[src/rtl/ring_meter_sequencer.sv]
// Ring-oscillator measurement sequencer.
// Sweeps the channels selected in channel_mask_i, one at a time, lowest index first. For each
// channel it enables the ring, waits a settle period, then runs `repeats` back-to-back
// integration windows. Each window counts synchronized rising edges of the ring tap. The
// per-channel sum, min and max window counts are offered on a valid/ready result port.
//
// Ports:
//   clk_i, rst_ni          clock, asynchronous active-low reset
//   start_i, abort_i       begin a sweep (idle only) / cancel the sweep
//   channel_mask_i, integration_time_i, settle_time_i, repeats_i
//                          sweep configuration, latched on start
//   ring_in_i              asynchronous ring taps (already divided by 2)
//   ring_enable_o          one-hot-or-zero ring run enable
//   busy_o, done_o         sweep in progress / one-cycle completion pulse
//   result_*               per-channel result, held until result_valid_o & result_ready_i
module ring_meter_sequencer #(
   parameter int unsigned NUM_CHANNELS      = 4,
   parameter int unsigned TIME_COUNTER_BITS = 32,
   parameter int unsigned COUNT_BITS        = 32,
   parameter int unsigned REPEAT_BITS       = 4,
   localparam int unsigned SUM_BITS = COUNT_BITS + REPEAT_BITS,
   localparam int unsigned CH_BITS  = (NUM_CHANNELS > 1) ? $clog2(NUM_CHANNELS) : 1
) (
   input  logic                         clk_i,
   input  logic                         rst_ni,
   input  logic                         start_i,
   input  logic                         abort_i,
   input  logic [NUM_CHANNELS-1:0]      channel_mask_i,
   input  logic [TIME_COUNTER_BITS-1:0] integration_time_i,
   input  logic [7:0]                   settle_time_i,
   input  logic [REPEAT_BITS-1:0]       repeats_i,
   input  logic [NUM_CHANNELS-1:0]      ring_in_i,
   output logic [NUM_CHANNELS-1:0]      ring_enable_o,
   output logic                         busy_o,
   output logic                         done_o,
   output logic                         result_valid_o,
   input  logic                         result_ready_i,
   output logic [CH_BITS-1:0]           result_channel_o,
   output logic [SUM_BITS-1:0]          result_sum_o,
   output logic [COUNT_BITS-1:0]        result_min_o,
   output logic [COUNT_BITS-1:0]        result_max_o,
   output logic                         result_overflow_o
);

   typedef enum logic [2:0] {StIdle, StSettle, StMeasure, StReport, StDone} state_e;
   state_e state_q, state_d;

   // Edge detection: two synchronizer flops plus a history flop per ring.
   logic [NUM_CHANNELS-1:0] sync1_q, sync2_q, hist_q, ring_edge;
   assign ring_edge = sync2_q & ~hist_q;

   // Latched configuration; zero time/repeat values are stored already clamped to one.
   logic [NUM_CHANNELS-1:0]      mask_q, mask_d;
   logic [TIME_COUNTER_BITS-1:0] int_q, int_d;
   logic [7:0]                   settle_q, settle_d;
   logic [REPEAT_BITS-1:0]       rep_q, rep_d;

   logic [CH_BITS-1:0]           ch_q, ch_d;
   logic [7:0]                   settle_cnt_q, settle_cnt_d;
   logic [TIME_COUNTER_BITS-1:0] win_timer_q, win_timer_d;
   logic [REPEAT_BITS-1:0]       rep_cnt_q, rep_cnt_d;
   logic [COUNT_BITS-1:0]        win_cnt_q, win_cnt_d;
   logic [SUM_BITS-1:0]          sum_q, sum_d;
   logic [COUNT_BITS-1:0]        min_q, min_d, max_q, max_d;
   logic                         ovf_q, ovf_d;

   logic [CH_BITS-1:0]           res_ch_q, res_ch_d;
   logic [SUM_BITS-1:0]          res_sum_q, res_sum_d;
   logic [COUNT_BITS-1:0]        res_min_q, res_min_d, res_max_q, res_max_d;
   logic                         res_ovf_q, res_ovf_d;

   // Channel selection: lowest set bit of the incoming mask, and next set bit above ch_q.
   logic [CH_BITS-1:0] first_ch, next_ch;
   logic               first_found, next_found;

   always_comb begin
      first_ch    = '0;
      first_found = 1'b0;
      next_ch     = '0;
      next_found  = 1'b0;
      for (int i = 0; i < int'(NUM_CHANNELS); i++) begin
         if (channel_mask_i[i] && !first_found) begin
            first_found = 1'b1;
            first_ch    = CH_BITS'(i);
         end
         if (mask_q[i] && (i > int'(ch_q)) && !next_found) begin
            next_found = 1'b1;
            next_ch    = CH_BITS'(i);
         end
      end
   end

   // Window arithmetic for the current cycle, including an edge arriving this cycle.
   logic                  edge_cur, cnt_sat, win_end, rep_last, ovf_now;
   logic [COUNT_BITS-1:0] cnt_now, min_now, max_now;
   logic [SUM_BITS-1:0]   sum_now;
   logic [7:0]            settle_in_eff;

   assign edge_cur      = ring_edge[ch_q];
   assign cnt_sat       = &win_cnt_q;
   assign cnt_now       = (edge_cur && !cnt_sat) ? win_cnt_q + COUNT_BITS'(1) : win_cnt_q;
   assign ovf_now       = ovf_q | (edge_cur & cnt_sat);
   assign sum_now       = sum_q + SUM_BITS'(cnt_now);
   assign min_now       = (cnt_now < min_q) ? cnt_now : min_q;
   assign max_now       = (cnt_now > max_q) ? cnt_now : max_q;
   assign win_end       = (win_timer_q == int_q - TIME_COUNTER_BITS'(1));
   assign rep_last      = (rep_cnt_q == rep_q - REPEAT_BITS'(1));
   assign settle_in_eff = (settle_time_i == 8'd0) ? 8'd1 : settle_time_i;

   // FSM state register.
   always_ff @(posedge clk_i or negedge rst_ni) begin
      if (!rst_ni) state_q <= StIdle;
      else         state_q <= state_d;
   end

   // FSM next state.
   always_comb begin
      state_d = state_q;
      unique case (state_q)
         StIdle:    if (start_i) state_d = (channel_mask_i == '0) ? StDone : StSettle;
         StSettle:  if (settle_cnt_q == 8'd0) state_d = StMeasure;
         StMeasure: if (win_end && rep_last) state_d = StReport;
         StReport:  if (result_ready_i) state_d = next_found ? StSettle : StDone;
         StDone:    state_d = StIdle;
         default:   state_d = StIdle;
      endcase
      // Abort wins over everything, including a handshake in the same cycle.
      if (abort_i && (state_q != StIdle)) state_d = StIdle;
   end

   // FSM outputs.
   always_comb begin
      ring_enable_o  = '0;
      busy_o         = 1'b0;
      done_o         = 1'b0;
      result_valid_o = 1'b0;
      unique case (state_q)
         StSettle, StMeasure: begin
            ring_enable_o[ch_q] = 1'b1;
            busy_o              = 1'b1;
         end
         StReport: begin
            busy_o         = 1'b1;
            result_valid_o = 1'b1;
         end
         StDone:  done_o = 1'b1;
         default: ;
      endcase
   end

   // Datapath next state.
   always_comb begin
      mask_d = mask_q; int_d = int_q; settle_d = settle_q; rep_d = rep_q;
      ch_d = ch_q; settle_cnt_d = settle_cnt_q; win_timer_d = win_timer_q;
      rep_cnt_d = rep_cnt_q; win_cnt_d = win_cnt_q;
      sum_d = sum_q; min_d = min_q; max_d = max_q; ovf_d = ovf_q;
      res_ch_d = res_ch_q; res_sum_d = res_sum_q; res_min_d = res_min_q;
      res_max_d = res_max_q; res_ovf_d = res_ovf_q;
      unique case (state_q)
         StIdle: if (start_i) begin
            mask_d       = channel_mask_i;
            int_d        = (integration_time_i == '0) ? TIME_COUNTER_BITS'(1) : integration_time_i;
            settle_d     = settle_in_eff;
            rep_d        = (repeats_i == '0) ? REPEAT_BITS'(1) : repeats_i;
            ch_d         = first_ch;
            settle_cnt_d = settle_in_eff - 8'd1;
         end
         StSettle: begin
            if (settle_cnt_q == 8'd0) begin
               win_timer_d = '0;
               rep_cnt_d   = '0;
               win_cnt_d   = '0;
               sum_d       = '0;
               min_d       = '1;
               max_d       = '0;
               ovf_d       = 1'b0;
            end else begin
               settle_cnt_d = settle_cnt_q - 8'd1;
            end
         end
         StMeasure: begin
            ovf_d = ovf_now;
            if (win_end) begin
               // Windows abut: the next window starts counting on the following cycle.
               win_timer_d = '0;
               win_cnt_d   = '0;
               sum_d       = sum_now;
               min_d       = min_now;
               max_d       = max_now;
               rep_cnt_d   = rep_cnt_q + REPEAT_BITS'(1);
               if (rep_last) begin
                  res_ch_d  = ch_q;
                  res_sum_d = sum_now;
                  res_min_d = min_now;
                  res_max_d = max_now;
                  res_ovf_d = ovf_now;
               end
            end else begin
               win_timer_d = win_timer_q + TIME_COUNTER_BITS'(1);
               win_cnt_d   = cnt_now;
            end
         end
         StReport: if (result_ready_i && next_found) begin
            ch_d         = next_ch;
            settle_cnt_d = settle_q - 8'd1;
         end
         default: ;
      endcase
   end

   always_ff @(posedge clk_i or negedge rst_ni) begin
      if (!rst_ni) begin
         sync1_q <= '0; sync2_q <= '0; hist_q <= '0;
         mask_q <= '0; int_q <= '0; settle_q <= '0; rep_q <= '0;
         ch_q <= '0; settle_cnt_q <= '0; win_timer_q <= '0; rep_cnt_q <= '0;
         win_cnt_q <= '0; sum_q <= '0; min_q <= '0; max_q <= '0; ovf_q <= 1'b0;
         res_ch_q <= '0; res_sum_q <= '0; res_min_q <= '0; res_max_q <= '0;
         res_ovf_q <= 1'b0;
      end else begin
         sync1_q <= ring_in_i; sync2_q <= sync1_q; hist_q <= sync2_q;
         mask_q <= mask_d; int_q <= int_d; settle_q <= settle_d; rep_q <= rep_d;
         ch_q <= ch_d; settle_cnt_q <= settle_cnt_d; win_timer_q <= win_timer_d;
         rep_cnt_q <= rep_cnt_d; win_cnt_q <= win_cnt_d;
         sum_q <= sum_d; min_q <= min_d; max_q <= max_d; ovf_q <= ovf_d;
         res_ch_q <= res_ch_d; res_sum_q <= res_sum_d; res_min_q <= res_min_d;
         res_max_q <= res_max_d; res_ovf_q <= res_ovf_d;
      end
   end

   assign result_channel_o  = res_ch_q;
   assign result_sum_o      = res_sum_q;
   assign result_min_o      = res_min_q;
   assign result_max_o      = res_max_q;
   assign result_overflow_o = res_ovf_q;

endmodule

[config.mk]
export PLATFORM = sky130hd
export DESIGN_NAME = ring_meter_sequencer
export DESIGN_NICKNAME = d
export VERILOG_FILES = /design/src/rtl/ring_meter_sequencer.sv
export SDC_FILE = /design/constraint.sdc
export NUM_CORES = 1
export LEC_CHECK = 0
export ABC_AREA = 0
export BUFFER_PORTS_ARGS = -buffer_cell sky130_fd_sc_hd__buf_2
export CAP_MARGIN = 0
export CORE_UTILIZATION = 60
export CTS_CLUSTER_DIAMETER = 120
export DETAILED_ROUTE_END_ITERATION = 7
export HOLD_SLACK_MARGIN = 0.12
export PLACE_DENSITY = 0.83
export SETUP_SLACK_MARGIN = 0.05
export SYNTH_ARGS = -nofsm -noshare
export SYNTH_HDL_FRONTEND = slang
export SYNTH_SLANG_ARGS = --single-unit
[constraint.sdc]
create_clock -name clk_i -period 14.53 [get_ports clk_i]
set_input_delay 2.906 -clock clk_i [delete_from_list [all_inputs] [get_ports clk_i]]
set_output_delay 2.906 -clock clk_i [all_outputs]
set_load 0.02 [all_outputs]
==> impl_metrics.json <==
{
  "skew_ns": 0.0140,
  "cp-start-kind": "register",
  "ys_dominant_reg_cell": "dfrtp_1",
  "overflow": 0,
  "cts.sinks": 344,
  "grt_pass1_vias": 16500,
  "dp_hpwl_mm": 37.1,
  "floorplan.initialDensity_pct": 61.1,
  "ios": 167,
  "synth_compound_area_share_pct": 16.5,
  "syn-instance-count": 2185,
  "postSynthAreaPerCell_um2": 9.10,
  "finalSetupViolCount": 0,
  "num_rows": 66,
  "wirelength_mm": 51.5,
  "synthArstFlopShare_pct": 100,
  "cts-root-buf": "clkbuf_16",
  "synth-edff-count": 0,
  "ys_seq_area_share_pct": 43.3,
  "slew_viol_final": 0,
  "post-route-min-period_ns": 6.21,
  "ys_warn_count": 0,
  "ant_nets": 0,
  "drt-initial-drc-count": 1235,
  "cts_buffers": 39,
  "tritoncts": "done",
  "status": "finished clean",
  "worst_pin_slew_ns": 1.23,
  "grt_antenna_before_repair": 2,
  "cp-end-kind": "register",
  "yosys_register_bits": 344,
  "synth_simple_gate_area_share_pct": 17.1,
  "gp_congestion": 0.899,
  "synth_area_mm2": 0.0199,
  "mostFrequentLayoutCells": "dfrtp_1 (344), nand2_1 (236), o21ai_0 (224), buf_2 (165), nor2_1 (140)",
  "drive_above_1_share_pct": 13.9,
  "ys_types": 74,
  "max-clock-path-buffers": 3,
  "path_clk_slew_ns": 0.06,
  "core_area_mm2": 0.0325,
  "critical_path_required_ns": 14.99,
  "fill_cells": 2612,
  "crit_fanout": 33,
  "cp.arrival_ns": 6.67,
  "synthMuxAreaShare_pct": 7.28,
  "grt_usage_pct": 30.9,
  "hp-class": "reg2reg",
  "drt_pass1_iterations": 5,
  "critical_path_class": "reg2reg",
  "max-cap-violations": 0,
  "syn_nets": 2343,
  "grt_pass1_wl_mm": 83.1,
  "die-area_mm2": 0.0339,
  "final_core_util_pct": 68.5,
  "fmax_ghz": 0.161,
  "avgViaCountPerCell": 6.10,
  "vdd.ir_drop.worst_mv": 0.127,
  "areaGrowthSynthToFinish_pct": 12.1,
  "synthAdderAreaFrac_pct": 6.39,
  "drc": 0,
  "power_density_mw_per_mm2": 123,
  "hold_viol": 0,
  "leakage_nw": 10.7,
  "post_cts_buffers": 0,
  "timing.final.crit_share_pct": 42.7,
  "port_buffers": 166,
  "ctsResizeCount": 0,
  "grt_max_degree": 117,
  "fin_tns_setup_ns": 0,
  "die_x_um": 184,
  "slew_headroom_pct": 18.0,
  "num-nets-final": 2454,
  "fp.dieH_um": 184,
  "wl_per_cell_um": 18.6,
  "cts_max_level": 2,
  "clkLatencyLatePin_ns": 0.55,
  "cts_hold_repair.buffers": 0,
  "rsz0062_at_grt": "false",
  "synth_top_family_by_area": "simple AND/OR/NAND/NOR gates",
  "synth_xor_area_share_pct": 4.76,
  "layout_commonest_cell": "dfrtp_1",
  "dr_total_vias": 16900
}
==> Yosys cell counts (all sizes together) (5+ instances only) <==
cell type	number	area, um^2
nand2	236	886
dfrtp	344	8610
nor2b	19	119
inv	127	477
xor2	44	385
and4	11	96.3
or3	17	106
a21o	52	390
and2	13	81.3
a31o	5	43.8
nor4	23	144
mux2i	82	821
nor2	142	533
a21boi	5	37.5
nand2b	12	75.1
xnor2	64	561
and3	36	225
a211oi	8	65.1
ha	100	1250
o21a	6	45.0
mux2	52	604
nand4	29	181
nand3	86	430
a2111o	5	56.3
a21oi	108	541
o211ai	9	67.6
o31ai	18	135
a31oi	14	87.6
nor3	38	190
o21ai	274	1370
buf	30	158
or2	8	50.1
o21bai	9	67.6
o41ai	8	70.1
clkbuf	81	305
or4	16	124
==> critical path, stage by stage, from the launching register on <==
cell and delay, ns:
dfrtp_1 0.42, ha_1 0.23, and3_1 0.20, nand4_1 0.21
o31a_1 0.44, nand2_1 0.19, or4_1 0.46, xor2_1 0.50
inv_1 0.26, ha_1 0.35, a21o_1 0.15, a21oi_1 0.13
o21ai_0 0.09, a21oi_1 0.16, nor2b_1 0.08, o21ai_0 0.15
and3_2 0.96, nor2b_4 0.30, buf_4 0.52, mux2i_1 0.29
==> per-stage QoR <==
step                instances  hold WS [ns]  total power [mW]  cell area (um^2)  setup WS, ns
floorplan                2185         0.331              1.60             19900          9.29
global placement         2697         0.334              1.73             21000          8.71
detailed placement       2697         0.335              1.76             21000          8.48
CTS                      2765         0.347              2.76             22300          8.44
global route             2765         0.358              2.89             22300          7.94
finish                   2766         0.346              2.75             22300          8.32
==> cell families after synthesis <==
group	after synthesis
adders and majority gates	101
AOI/OAI and AO/OA	555
xor gates and xnor gates	108
and+or+nand+nor	704
muxes	135
DFF	344
buffers and inverters	238
==> worst paths after layout <==
kind,startpoint,to,slack (ns),cells past startpoint
worst min-delay path,sync1_q[1],sync2_q[1],0.35,0
min in group asynchronous,rst_ni,sum_q[11],2.45,1
max in group asynchronous,rst_ni,win_timer_q[1],10.54,2
worst min register to register,sync1_q[1],sync2_q[1],0.35,0
worst max-delay path,win_cnt_q[0],min_q[19],8.32,19
worst max register to register,win_cnt_q[0],min_q[19],8.32,19
==> state kept, by name (all words and copies together), names as in the netlist, 32 cells and up <==
signal / cells
int_q: 32
max_q: 32
min_q: 32
result_max_o: 32
result_min_o: 32
result_sum_o: 36
sum_q: 36
win_cnt_q: 32
win_timer_q: 32
==> area by class of cell <==
cell class	instances	area (um^2)	share of cell area (%)
multi-input combinational	1603	10400	46.6
antenna	1	2.50	0.0112
tap	442	553	2.48
clock inverter	14	148	0.662
timing repair buffer	181	953	4.28
clock buffer	54	1150	5.18
inverter	127	477	2.14
sequential	344	8610	38.6
==> metal layers <==
metal	up-vias	part of all wire (%)	global-route usage, %
li1	7966	-	-
met1	8121	41	39.1
met2	660	47	51.4
met3	125	7.1	5.29
met4	2	4.4	15.0
met5	-	0.014	0
==> power by group <==
| part | internal (mW) | switching (mW) | total (mW) |
|---|---|---|---|
| combinational | 0.242 | 0.317 | 0.559 |
| sequential | 1.07 | 0.133 | 1.20 |
| clock | 0.591 | 0.399 | 0.990 |
| total | 1.90 | 0.849 | 2.75 |
Power figures use the tool's default switching activity.
